`config.mk`:
```
export PLATFORM = sky130hd
export DESIGN_NAME = assert_ctrl_monitor
export DESIGN_NICKNAME = d
export VERILOG_FILES = /design/src/rtl/assert_ctrl_monitor.sv
export SDC_FILE = /design/constraint.sdc
export NUM_CORES = 1
export LEC_CHECK = 0
export BUFFER_PORTS_ARGS = -buffer_cell sky130_fd_sc_hd__buf_2
export CELL_PAD_IN_SITES_DETAIL_PLACEMENT = 0
export CELL_PAD_IN_SITES_GLOBAL_PLACEMENT = 1
export CORE_MARGIN = 10
export CORE_UTILIZATION = 27
export CTS_CLUSTER_DIAMETER = 150
export DETAILED_ROUTE_END_ITERATION = 10
export GPL_ROUTABILITY_DRIVEN = 0
export PLACE_DENSITY_LB_ADDON = 0.1
export SLEW_MARGIN = 25
export SYNTH_ARGS = -nofsm -noshare
export SYNTH_HDL_FRONTEND = slang
export SYNTH_SLANG_ARGS = --single-unit
```
`constraint.sdc`:
```
create_clock -name clk -period 2 [get_ports clk]
set_input_delay 0.3 -clock clk [delete_from_list [all_inputs] [get_ports clk]]
set_output_delay 0.3 -clock clk [all_outputs]
set_load 0.01 [all_outputs]
```
`src/rtl/assert_ctrl_monitor.sv`:
```
// In-silicon "must stay low while armed" checker for N_CH signals, with per-channel
// on/off/freeze/thaw/clear control, saturating fail counters, first-fail capture and irq.
module assert_ctrl_monitor #(
    parameter int N_CH    = 4,
    parameter int CNT_W   = 8,
    parameter int ARM_DLY = 2,
    parameter int INIT_ON = 0,
    parameter int ID_W    = (N_CH > 1) ? $clog2(N_CH) : 1
) (
    input  logic                  clk,
    input  logic                  rst_n,
    input  logic [N_CH-1:0]       chk_sig,
    input  logic                  cmd_valid,
    output logic                  cmd_ready,
    input  logic [2:0]            cmd_op,
    input  logic [N_CH-1:0]       cmd_mask,
    input  logic [N_CH-1:0]       irq_en,
    output logic [2*N_CH-1:0]     ch_state,
    output logic [N_CH-1:0]       fail_sticky,
    output logic [N_CH*CNT_W-1:0] fail_cnt,
    output logic                  first_fail_vld,
    output logic [ID_W-1:0]       first_fail_id,
    output logic                  irq
);

    localparam int AW = (ARM_DLY > 0) ? $clog2(ARM_DLY + 1) : 1;
    localparam logic [AW-1:0]    ARM_INIT = AW'(ARM_DLY);
    localparam logic [CNT_W-1:0] CNT_MAX  = '1;

    typedef enum logic [1:0] {ST_OFF, ST_ARMING, ST_ON, ST_FROZEN} st_e;

    st_e              state_q [N_CH];
    logic [AW-1:0]    arm_q   [N_CH];
    logic [CNT_W-1:0] cnt_q   [N_CH];
    logic [CNT_W-1:0] cnt_d   [N_CH];
    logic [N_CH-1:0]  sticky_q, sticky_d;
    logic             ffv_q, ffv_d;
    logic [ID_W-1:0]  ffid_q, ffid_d;
    logic             irq_q, rdy_q;
    logic             acc;
    logic [N_CH-1:0]  clr, vrec;
    logic             held;
    logic [ID_W-1:0]  low_id;

    // Sampling uses the pre-edge state; a CLEAR on the same channel overrides the sample.
    always_comb begin
        acc    = cmd_valid & rdy_q;
        clr    = (acc && cmd_op == 3'd5) ? cmd_mask : '0;
        vrec   = '0;
        held   = 1'b0;
        low_id = '0;
        for (int i = 0; i < N_CH; i++) begin
            vrec[i] = chk_sig[i] && (state_q[i] == ST_ON) && !clr[i];
            if (clr[i])
                cnt_d[i] = '0;
            else if (vrec[i] && cnt_q[i] != CNT_MAX)
                cnt_d[i] = cnt_q[i] + 1'b1;
            else
                cnt_d[i] = cnt_q[i];
            if (ffid_q == ID_W'(i))
                held = ffv_q && !clr[i];
        end
        for (int i = N_CH - 1; i >= 0; i--) begin
            if (vrec[i])
                low_id = ID_W'(i);
        end
        sticky_d = (sticky_q & ~clr) | vrec;
        ffv_d    = held | (|vrec);
        ffid_d   = (!held && (|vrec)) ? low_id : ffid_q;
    end

    always_ff @(posedge clk or negedge rst_n) begin
        if (!rst_n) begin
            rdy_q    <= 1'b0;
            sticky_q <= '0;
            ffv_q    <= 1'b0;
            ffid_q   <= '0;
            irq_q    <= 1'b0;
            for (int i = 0; i < N_CH; i++) begin
                state_q[i] <= (INIT_ON != 0) ? ST_ON : ST_OFF;
                arm_q[i]   <= '0;
                cnt_q[i]   <= '0;
            end
        end else begin
            rdy_q    <= 1'b1;
            sticky_q <= sticky_d;
            ffv_q    <= ffv_d;
            ffid_q   <= ffid_d;
            irq_q    <= |(sticky_d & irq_en);
            for (int i = 0; i < N_CH; i++) begin
                cnt_q[i] <= cnt_d[i];
                // Countdown runs unless a command below overrides it.
                if (state_q[i] == ST_ARMING) begin
                    if (arm_q[i] <= AW'(1)) begin
                        state_q[i] <= ST_ON;
                        arm_q[i]   <= '0;
                    end else begin
                        arm_q[i] <= arm_q[i] - 1'b1;
                    end
                end
                if (acc && cmd_mask[i]) begin
                    case (cmd_op)
                        3'd1: if (state_q[i] == ST_OFF) begin
                            state_q[i] <= (ARM_DLY == 0) ? ST_ON : ST_ARMING;
                            arm_q[i]   <= ARM_INIT;
                        end
                        3'd2: begin
                            state_q[i] <= ST_OFF;
                            arm_q[i]   <= '0;
                        end
                        3'd3: if (state_q[i] == ST_ON) state_q[i] <= ST_FROZEN;
                        3'd4: if (state_q[i] == ST_FROZEN) state_q[i] <= ST_ON;
                        default: ;
                    endcase
                end
            end
        end
    end

    always_comb begin
        for (int i = 0; i < N_CH; i++) begin
            ch_state[2*i +: 2]        = state_q[i];
            fail_cnt[i*CNT_W +: CNT_W] = cnt_q[i];
        end
    end

    assign cmd_ready      = rdy_q;
    assign fail_sticky    = sticky_q;
    assign first_fail_vld = ffv_q;
    assign first_fail_id  = ffid_q;
    assign irq            = irq_q;

endmodule

```
**Word level (Yosys, flattened, before mapping)**

Cells that the tools add are included.

- Bits in registers: 57
- Input bits: 18
- Output and inout port bits: 49
- Word-level logic and storage cells: 162

- Add/sub/neg operators: 8
- Order comparisons: 4
- Equality and inequality tests: 24
- Multiplexer cells: 65
- Bitwise operators: 6
- Reduce and logical (&&, ||, !) cells: 38

Operators with widths:

| kind | number |
|---|---|
| $mux 2 | 44 |
| $mux 8 | 8 |
| $add 8x1->8 const B | 4 |
| $ne 8x8->1 const B | 4 |
| $pmux 2 s4 | 4 |
| $logic_and 1x1->1 | 22 |
| $eq 2x2->1 const B | 10 |
| $pmux 2 s2 | 4 |
| $eq 2x1->1 const B | 5 |
| $logic_not 2->1 | 5 |
| $and 4x4->4 | 2 |
| $le 2x1->1 const B | 4 |
| $reduce_bool 2->1 | 4 |
| $reduce_or 4->1 | 2 |
| $sub 2x1->2 const B | 4 |
| $eq 3x2->1 const B | 2 |
| $eq 3x3->1 const B | 2 |
| $logic_not 1->1 | 5 |
| $mux 1 | 4 |
| $mux 4 | 1 |
| $not 4->4 | 1 |
| $or 4x4->4 | 1 |
| $eq 3x1->1 const B | 1 |
| $and 1x1->1 | 1 |
| $or 1x1->1 | 1 |

**Depth between registers and ports, before layout**

Gate-level depths: netlist of run 1.

- Word-level depth: 11
- Depth in mapped cells: 6
- Mapped depth without buffers: 5

**Least setup slack after synthesis of run 1**

OpenSTA, ideal clock, no wires.

- Path type: reg2reg
- Start: register cnt_q, in the netlist fail_cnt[0]
- End: register cnt_q, in the netlist fail_cnt[5]
- Setup time: 0.079 ns
- Arrival: 1.545 ns
- Slack: 0.375 ns
- Cell stages (with the launch flop): 6
- Path buffers: 0
- Period minus slack after synthesis: 1.625 ns
- Cells stage by stage: dfrtp_1 ha_1 and3_1 and3_1 nor4_1 mux2i_1

- Longest elaborated chain between the ends: 3
- Elaborated cells between the ends (all ways): 6
- Those cells by class: 1 x add/sub; 1 x eq/ne; 2 x mux; 2 x reduce/logical

Ends and longest elaborated chain:

| what | line | source |
|---|---|---|
| start, declared | 34 | `logic [CNT_W-1:0] cnt_q [N_CH];` |
| start signal, assigned by index | 91 | `cnt_q[i] <= cnt_d[i];` |
| $add 8x1->8 or $ne 8x8->1 (tied branches) | 57, 56 |  |
| $mux 8 or $logic_and 1x1->1 (tied branches) | 56 | `else if (vrec[i] && cnt_q[i] != CNT_MAX)` |
| $mux 8 or $reduce_bool 2->1 (tied branches) | -- |  |

Several ways; a longest one is shown, not always the timed one. The select of a mux whose other input is x is not followed.
A chain may end at the register's enable or synchronous reset.

**Worst setup path after layout of run 1**

- Start: register cnt_q, in the netlist fail_cnt[1]
- End: register cnt_q, in the netlist fail_cnt[5]

Same word-level chain as after synthesis.

==> flow_metrics.env, run 1 <==
export IMPL_ctsResizeCount=0
export IMPL_hold_end="irq$_DFF_PN0_"
export IMPL_dp_hpwl_microns=7450
export IMPL_drc=0
export IMPL_ys_seq_elements=57
export IMPL_chipWidth_microns=129
export IMPL_layout_commonest_cell="buf_2"
export IMPL_drtPass1Iterations=4
export IMPL_io_pins=67
export IMPL_utilization_pct=35.3
export IMPL_yosys_warnings=0
export IMPL_setup_viol=0
export IMPL_overflow=0
export IMPL_crit_fanout=5
export IMPL_cts_buffers=9
export IMPL_syn_num_nets=365
export IMPL_antenna_found_initial=0
export IMPL_insertion_delay_ns=0.33
export IMPL_dp_slack_ns=0.194
export IMPL_fin_nets=449
export IMPL_syn2layout_area_growth_pct=26.5
export IMPL_die_area_sq_um=16700
export IMPL_required_ns=2.24
export IMPL_die_h_microns=129
export IMPL_grt_max_degree=28
export IMPL_fin_worst_skew_ns=0.00641
export IMPL_wl_microns=10000
export IMPL_core_area_sq_um=11600
export IMPL_ctsLongestPathBuffers=2
export IMPL_min_from="irq_en[3]"
export IMPL_rrSetupSlack_ns=0.30
export IMPL_max_freq_ghz=0.589
export IMPL_ys_seq_area_share_pct=44.2
export IMPL_slowest_stage="dfrtp_1"
export IMPL_fin_setup_tns_ns=0
export IMPL_dr_first_iter_drc_count=175
export IMPL_grt_pass1_vias=3104
export IMPL_rsz0062_at_grt="no"
export IMPL_async_reset_ff_share_pct=100
export IMPL_grt_usage_pct=12.3
export IMPL_crit_type="register to register"
export IMPL_reg2reg_from="fail_cnt[1]$_DFFE_PN0P_"
export IMPL_cts_tree="done"
export IMPL_io_buffers=66
export IMPL_synth_edf_count=0
export IMPL_nFillCells=1212
export IMPL_detail_route_antenna_nets=0
export IMPL_setup_ws_ns=0.302
export IMPL_yosys_cell_types_count=54
export IMPL_cp_end_kind="register"
export IMPL_maxSlewViolCount=0
export IMPL_multi_input_area_sq_um=1710
export IMPL_worstRegToRegCells=5
export IMPL_initial_core_util_pct=27.9
export IMPL_maxCapViolCount=0
export IMPL_h_tree_depth=3
export IMPL_final_cell_mix="buf_2 (66), dfrtp_1 (57), nor2_1 (28), nand3_1 (25), nand2_1 (25)"
export IMPL_cp_arrival_ns=1.94
export IMPL_tightest_slew_ns=0.530
export IMPL_root_buffer="clkbuf_16"
export IMPL_num_antenna_cells=0
export IMPL_cellLeakagePower_nw=1.77
export IMPL_p_per_area_nw_per_um2=1230
export IMPL_clock_sinks=57
export IMPL_crit_top_cell="and3_1"
export IMPL_vias=2979
export IMPL_cpPeakStageDelay_ns=0.42
export IMPL_whs_path_depth=2
export IMPL_netlist_instances=343
export IMPL_placedCellCount=558
export IMPL_synthesis_area_sq_um=3230
export IMPL_hold_class="primary input to register"
export IMPL_synth_area_per_cell_sq_um=9.42
export IMPL_crit_chain="ha_1, and3_1, and3_1, nor4_1, mux2i_1"
export IMPL_reg2reg_to="fail_cnt[5]$_DFFE_PN0P_"
export IMPL_grt_pass1_wl_microns=16400
export IMPL_wire_per_inst_microns=17.5
export IMPL_slew_headroom_pct=64.6
export IMPL_instances_no_fill=574
export IMPL_post_cts_buffers=0
export IMPL_fin_crit_sh_pct=84.9
export IMPL_clkSlewWorstSetupHoldPaths_ns=0.05
export IMPL_register_area_sq_um=1430
export IMPL_vias_per_cell=5.19
export IMPL_timing_final_hold_violations=0
export IMPL_floorplan_rows=39
export IMPL_status="finished, final reports clean"
export IMPL_drive_above_1_share_pct=24.6
export IMPL_startpoint_type="register"
export IMPL_irDropWorstVdd_uv=413
export IMPL_min_period_ns=1.70
export IMPL_synth_ff_type="dfrtp_1"
-- metrics by stage --
stage          total power [mW]  instance area (sq um)  hold slack (ns)
6_report                   5.04                   4090            0.219
5_1_grt                    5.45                   4090            0.222
4_1_cts                    5.14                   4090            0.211
3_5_place_dp               3.72                   3810            0.330
3_3_place_gp               3.70                   3810            0.326
2_1_floorplan              2.94                   3230          0.00441
-- cell type report --
type / instances / area share (%)
clock inverters: 4 / 0.490
well taps: 143 / 4.38
flip-flops and latches: 57 / 34.9
repair buffers: 85 / 11.9
multi-input cells: 268 / 41.8
clock buffers: 11 / 5.94
inverters: 6 / 0.551
-- registers in the layout, summed over array words and instances (netlist names) --
| signal | cells |
|---|---|
| arm_q | 8 |
| ch_state | 8 |
| cmd_ready | 1 |
| fail_cnt | 32 |
| fail_sticky | 4 |
| first_fail_id | 2 |
| first_fail_vld | 1 |
| irq | 1 |
-- critical path: cells and delay by family, from the launching register on --
family                   cells  cell delay (ns)
multiplexers                 1             0.23
flip-flops                   1             0.42
adder cells (fa/ha/maj)      1             0.21
AND/OR/NAND/NOR              3             0.76
-- worst max path at each step --
stage                                to  slack (ns)                     from  cells past startpoint
3_3_place_gp   first_fail_vld$_DFF_PN0_        0.22                cmd_op[1]                      5
5_1_grt         fail_cnt[5]$_DFFE_PN0P_        0.15  fail_cnt[1]$_DFFE_PN0P_                      5
4_1_cts        fail_cnt[19]$_DFFE_PN0P_        0.29    ch_state[4]$_DFF_PN0_                      4
3_5_place_dp   first_fail_vld$_DFF_PN0_        0.19                cmd_op[1]                      5
6_report        fail_cnt[5]$_DFFE_PN0P_        0.30  fail_cnt[1]$_DFFE_PN0P_                      5
2_1_floorplan   fail_cnt[5]$_DFFE_PN0P_        0.38  fail_cnt[0]$_DFFE_PN0P_                      5
-- per-layer routing --
metal  up-vias  wire, microns  GRT usage, %
met5         -              0             0
met4         0            177          4.82
met3        15            427          3.30
met2        52           4800          20.3
met1      1439           4630          15.0
li1       1473              -             -
-- synth_stat cells (all sizes together) (2+ instances only) --
cell type / instances / area, sq um
or4: 8 / 60.1
dfrtp: 57 / 1430
and4: 4 / 35.0
or3: 5 / 31.3
clkbuf: 3 / 11.3
mux2i: 15 / 150
a21oi: 19 / 95.1
o2111ai: 2 / 17.5
nand4: 8 / 50.1
nand3: 25 / 125
mux2: 2 / 22.5
o22a: 5 / 43.8
a31oi: 4 / 25.0
o22ai: 3 / 18.8
buf: 9 / 62.6
nor2: 30 / 118
inv: 6 / 22.5
o31ai: 5 / 37.5
o211ai: 3 / 22.5
xor2: 7 / 61.3
o21ai: 16 / 87.6
o41ai: 6 / 52.6
nor2b: 6 / 37.5
o21a: 5 / 37.5
nand2: 25 / 93.8
nor3b: 7 / 52.6
ha: 4 / 50.1
nand2b: 7 / 43.8
nor3: 17 / 85.1
a211oi: 2 / 15.0
and3b: 4 / 35.0
o221ai: 4 / 35.0
nor4: 3 / 18.8
and3: 3 / 18.8
-- logic make-up after synthesis --
logic type               count (synthesis)  share of synthesized area [%]
multiplexers                            17                           5.35
flip-flops                              57                           44.2
XOR/XNOR                                 8                           2.17
buffers and inverters                   18                           2.98
AND/OR/NAND/NOR                        156                           26.3
other                                    1                          0.116
adder cells (fa/ha/maj)                  4                           1.55
AO/OA/AOI/OAI                           82                           17.3
-- report_power, final --
| part | internal [mW] | leakage [nW] | total, mW | switching [mW] |
|---|---|---|---|---|
| Sequential | 1.49 | 0.699 | 1.89 | 0.402 |
| Clock | 0.854 | 0.135 | 1.37 | 0.517 |
| Combinational | 0.792 | 0.941 | 1.78 | 0.988 |
| Total | 3.14 | 1.77 | 5.04 | 1.91 |
-- timing repair --
action	in CTS	in global routing
endpoints found under the setup margin	0	0
hold endpoints to repair	19	0
hold buffers	1	0
(Power assumes the default switching activity.)
==> run 2: changes to the inputs <==
- ABC_AREA: default -> 1
- clock period: 2 -> 1.6 ns (I/O delays scaled with it)
==> run 2 against run 1 <==
First-iteration DRC count down 13%. Maximum frequency is 10% higher. Critical endpoint is now fail_cnt[6]$_DFFE_PN0P_. Clock skew is 0.00082 ns lower. Clock power grew 25%. Synthesized cell count up 18%.
==> flow_metrics.env, run 2 <==
export IMPL_synth_ff_type="dfrtp_1"
export IMPL_synth_area_per_cell_sq_um=7.90
export IMPL_grt_max_degree=58
export IMPL_crit_type="register to register"
export IMPL_synthesis_area_sq_um=3200
export IMPL_nFillCells=1225
export IMPL_utilization_pct=37.7
export IMPL_layout_commonest_cell="nand2_1"
export IMPL_setup_ws_ns=0.0563
export IMPL_h_tree_depth=3
export IMPL_dr_first_iter_drc_count=153
export IMPL_crit_fanout=7
export IMPL_netlist_instances=405
export IMPL_synth_top_cell_by_area="dfrtp_1"
export IMPL_detail_route_antenna_nets=0
export IMPL_max_freq_ghz=0.648
export IMPL_register_area_sq_um=1430
export IMPL_io_buffers=66
export IMPL_drive_above_1_share_pct=29.8
export IMPL_insertion_delay_ns=0.33
export IMPL_cellLeakagePower_nw=2.13
export IMPL_core_area_sq_um=11500
export IMPL_syn_num_nets=427
export IMPL_ctsLongestPathBuffers=2
export IMPL_antenna_found_initial=0
export IMPL_synth_top_area_share_pct=44.6
export IMPL_required_ns=1.81
export IMPL_fin_nets=543
export IMPL_largest_reg_flops=32
export IMPL_yosys_cell_types_count=34
export IMPL_netlist_top_cells_area="dfrtp_1 (45%), nand2_1 (8.0%), nand3_1 (7.4%), inv_1 (6.8%), o21ai_0 (4.4%)"
export IMPL_min_period_ns=1.54
export IMPL_placed_area_sq_um=3920
export IMPL_synth_edf_count=0
export IMPL_dp_hpwl_microns=7070
export IMPL_timing_final_hold_violations=0
export IMPL_final_cell_mix="nand2_1 (68), buf_2 (66), inv_1 (57), dfrtp_1 (56), nand3_1 (43)"
export IMPL_irDropWorstVdd_uv=738
export IMPL_root_buffer="clkbuf_16"
export IMPL_die_area_sq_um=16600
export IMPL_syn2layout_area_growth_pct=35.8
export IMPL_status="finished, final reports clean"
export IMPL_wl_microns=9480
export IMPL_hold_class="primary input to register"
export IMPL_dp_slack_ns=-0.0404
export IMPL_num_antenna_cells=0
export IMPL_cts_tree="done"
export IMPL_fin_area_sq_um=4340
export IMPL_cp_end_kind="register"
export IMPL_p_per_area_nw_per_um2=1500
export IMPL_drc=0
export IMPL_ys_seq_area_share_pct=44.6
export IMPL_maxCapViolCount=0
export IMPL_ys_seq_elements=57
export IMPL_fin_crit_sh_pct=96.5
export IMPL_grt_pass1_vias=3046
export IMPL_holdWs_ns=0.126
export IMPL_die_h_microns=129
export IMPL_overflow=0
export IMPL_startpoint_type="register"
export IMPL_setup_viol=0
export IMPL_yosys_warnings=0
export IMPL_floorplan_rows=39
export IMPL_cts_buffers=9
export IMPL_wire_per_inst_microns=14.2
export IMPL_yosysMostFrequentCell="nand2_1"
export IMPL_grt_pass1_wl_microns=15300
export IMPL_grt_usage_pct=11.7
export IMPL_fin_worst_skew_ns=0.00559
export IMPL_multi_input_area_sq_um=1610
export IMPL_cp_arrival_ns=1.76
export IMPL_chipWidth_microns=129
export IMPL_fin_setup_tns_ns=0
export IMPL_clkSlewWorstSetupHoldPaths_ns=0.05
export IMPL_async_reset_ff_share_pct=100
export IMPL_maxSlewViolCount=0
export IMPL_drtPass1Iterations=5
export IMPL_io_pins=67
export IMPL_vias=3067
export IMPL_synthTopCellsByCount="nand2_1 (68), inv_1 (58), dfrtp_1 (57), nand3_1 (47), nor2_1 (37)"
export IMPL_vias_per_cell=4.61
export IMPL_clock_sinks=57
export IMPL_initial_core_util_pct=27.8
run 2: changes by cell type after synthesis, sizes merged, moves of 6 or more:
cell | before | now
inv | 6 | 62
nand2 | 25 | 74
nand3 | 25 | 52
o21ai | 16 | 37
nor2 | 30 | 46
mux2i | 15 | 0
buf | 9 | 1
or4 | 8 | 0
nand2b | 7 | 0
nor3b | 7 | 0
nor2b | 6 | 0
o41ai | 6 | 0
run 2: routing by layer:
metal | share of wire (%) | GRT usage, %
met1 | 51 | 15.2
met2 | 42 | 17.4
met3 | 5.3 | 4.60
met4 | 1.2 | 3.61
met5 | 0 | 0
run 2: worst max-delay path, stage by stage (launching register included):
cell and delay [ns]:
dfrtp_1 0.39, ha_2 0.22, inv_2 0.04, nor2_2 0.10
nand4_1 0.24, nand2_4 0.20, nand2_4 0.07, nand3_1 0.09
o21ai_1 0.06
run 2: kinds of logic after synthesis:
family                   share of synthesized area, %
AO/OA/AOI/OAI                                    13.4
adder cells (fa/ha/maj)                          1.57
AND/OR/NAND/NOR                                  29.9
flip-flops                                       44.6
buffers and inverters                            7.63
other                                           0.117
XOR/XNOR                                         2.74
run 2: worst paths after layout:
kind | startpoint | end | slack (ns) | cells past startpoint
min in group asynchronous | rst_n | fail_cnt[21]$_DFFE_PN0P_ | 0.44 | 3
setup / recovery | fail_cnt[1]$_DFFE_PN0P_ | fail_cnt[6]$_DFFE_PN0P_ | 0.06 | 8
setup reg to reg | fail_cnt[1]$_DFFE_PN0P_ | fail_cnt[6]$_DFFE_PN0P_ | 0.06 | 8
max in group asynchronous | rst_n | cmd_ready$_DFF_PN0_ | 0.87 | 3
hold reg to reg | arm_q[7]$_DFF_PN0_ | ch_state[1]$_DFF_PN0_ | 0.50 | 1
hold / removal | irq_en[0] | irq$_DFF_PN0_ | 0.13 | 3
run 2: stage by stage:
stage | std cells | power (mW)
2_1_floorplan | 405 | 3.65
3_3_place_gp | 641 | 4.75
3_5_place_dp | 641 | 4.74
4_1_cts | 655 | 6.52
5_1_grt | 666 | 7.06
6_report | 666 | 6.50
run 2: final cells by class:
class / count / area share, %
multi-input cells: 285 / 37.0
flip-flops and latches: 57 / 32.9
repair buffers: 106 / 14.9
clock buffers: 12 / 5.68
inverters: 62 / 5.36
well taps: 143 / 4.12
clock inverters: 1 / 0.115
run 2: power breakdown:
group,internal [mW],switching (mW)
clock,1.06,0.649
sequential,1.94,0.425
combinational,1.03,1.39
total,4.03,2.47
run 2: timing repair:
| action | 4_1_cts | 5_1_grt |
|---|---|---|
| gates resized for setup | 0 | 22 |
| hold buffers | 1 | 0 |
| endpoints found under the setup margin | 0 | 26 |
| endpoints found under the hold margin | 57 | 0 |
| buffers inserted | 0 | 11 |
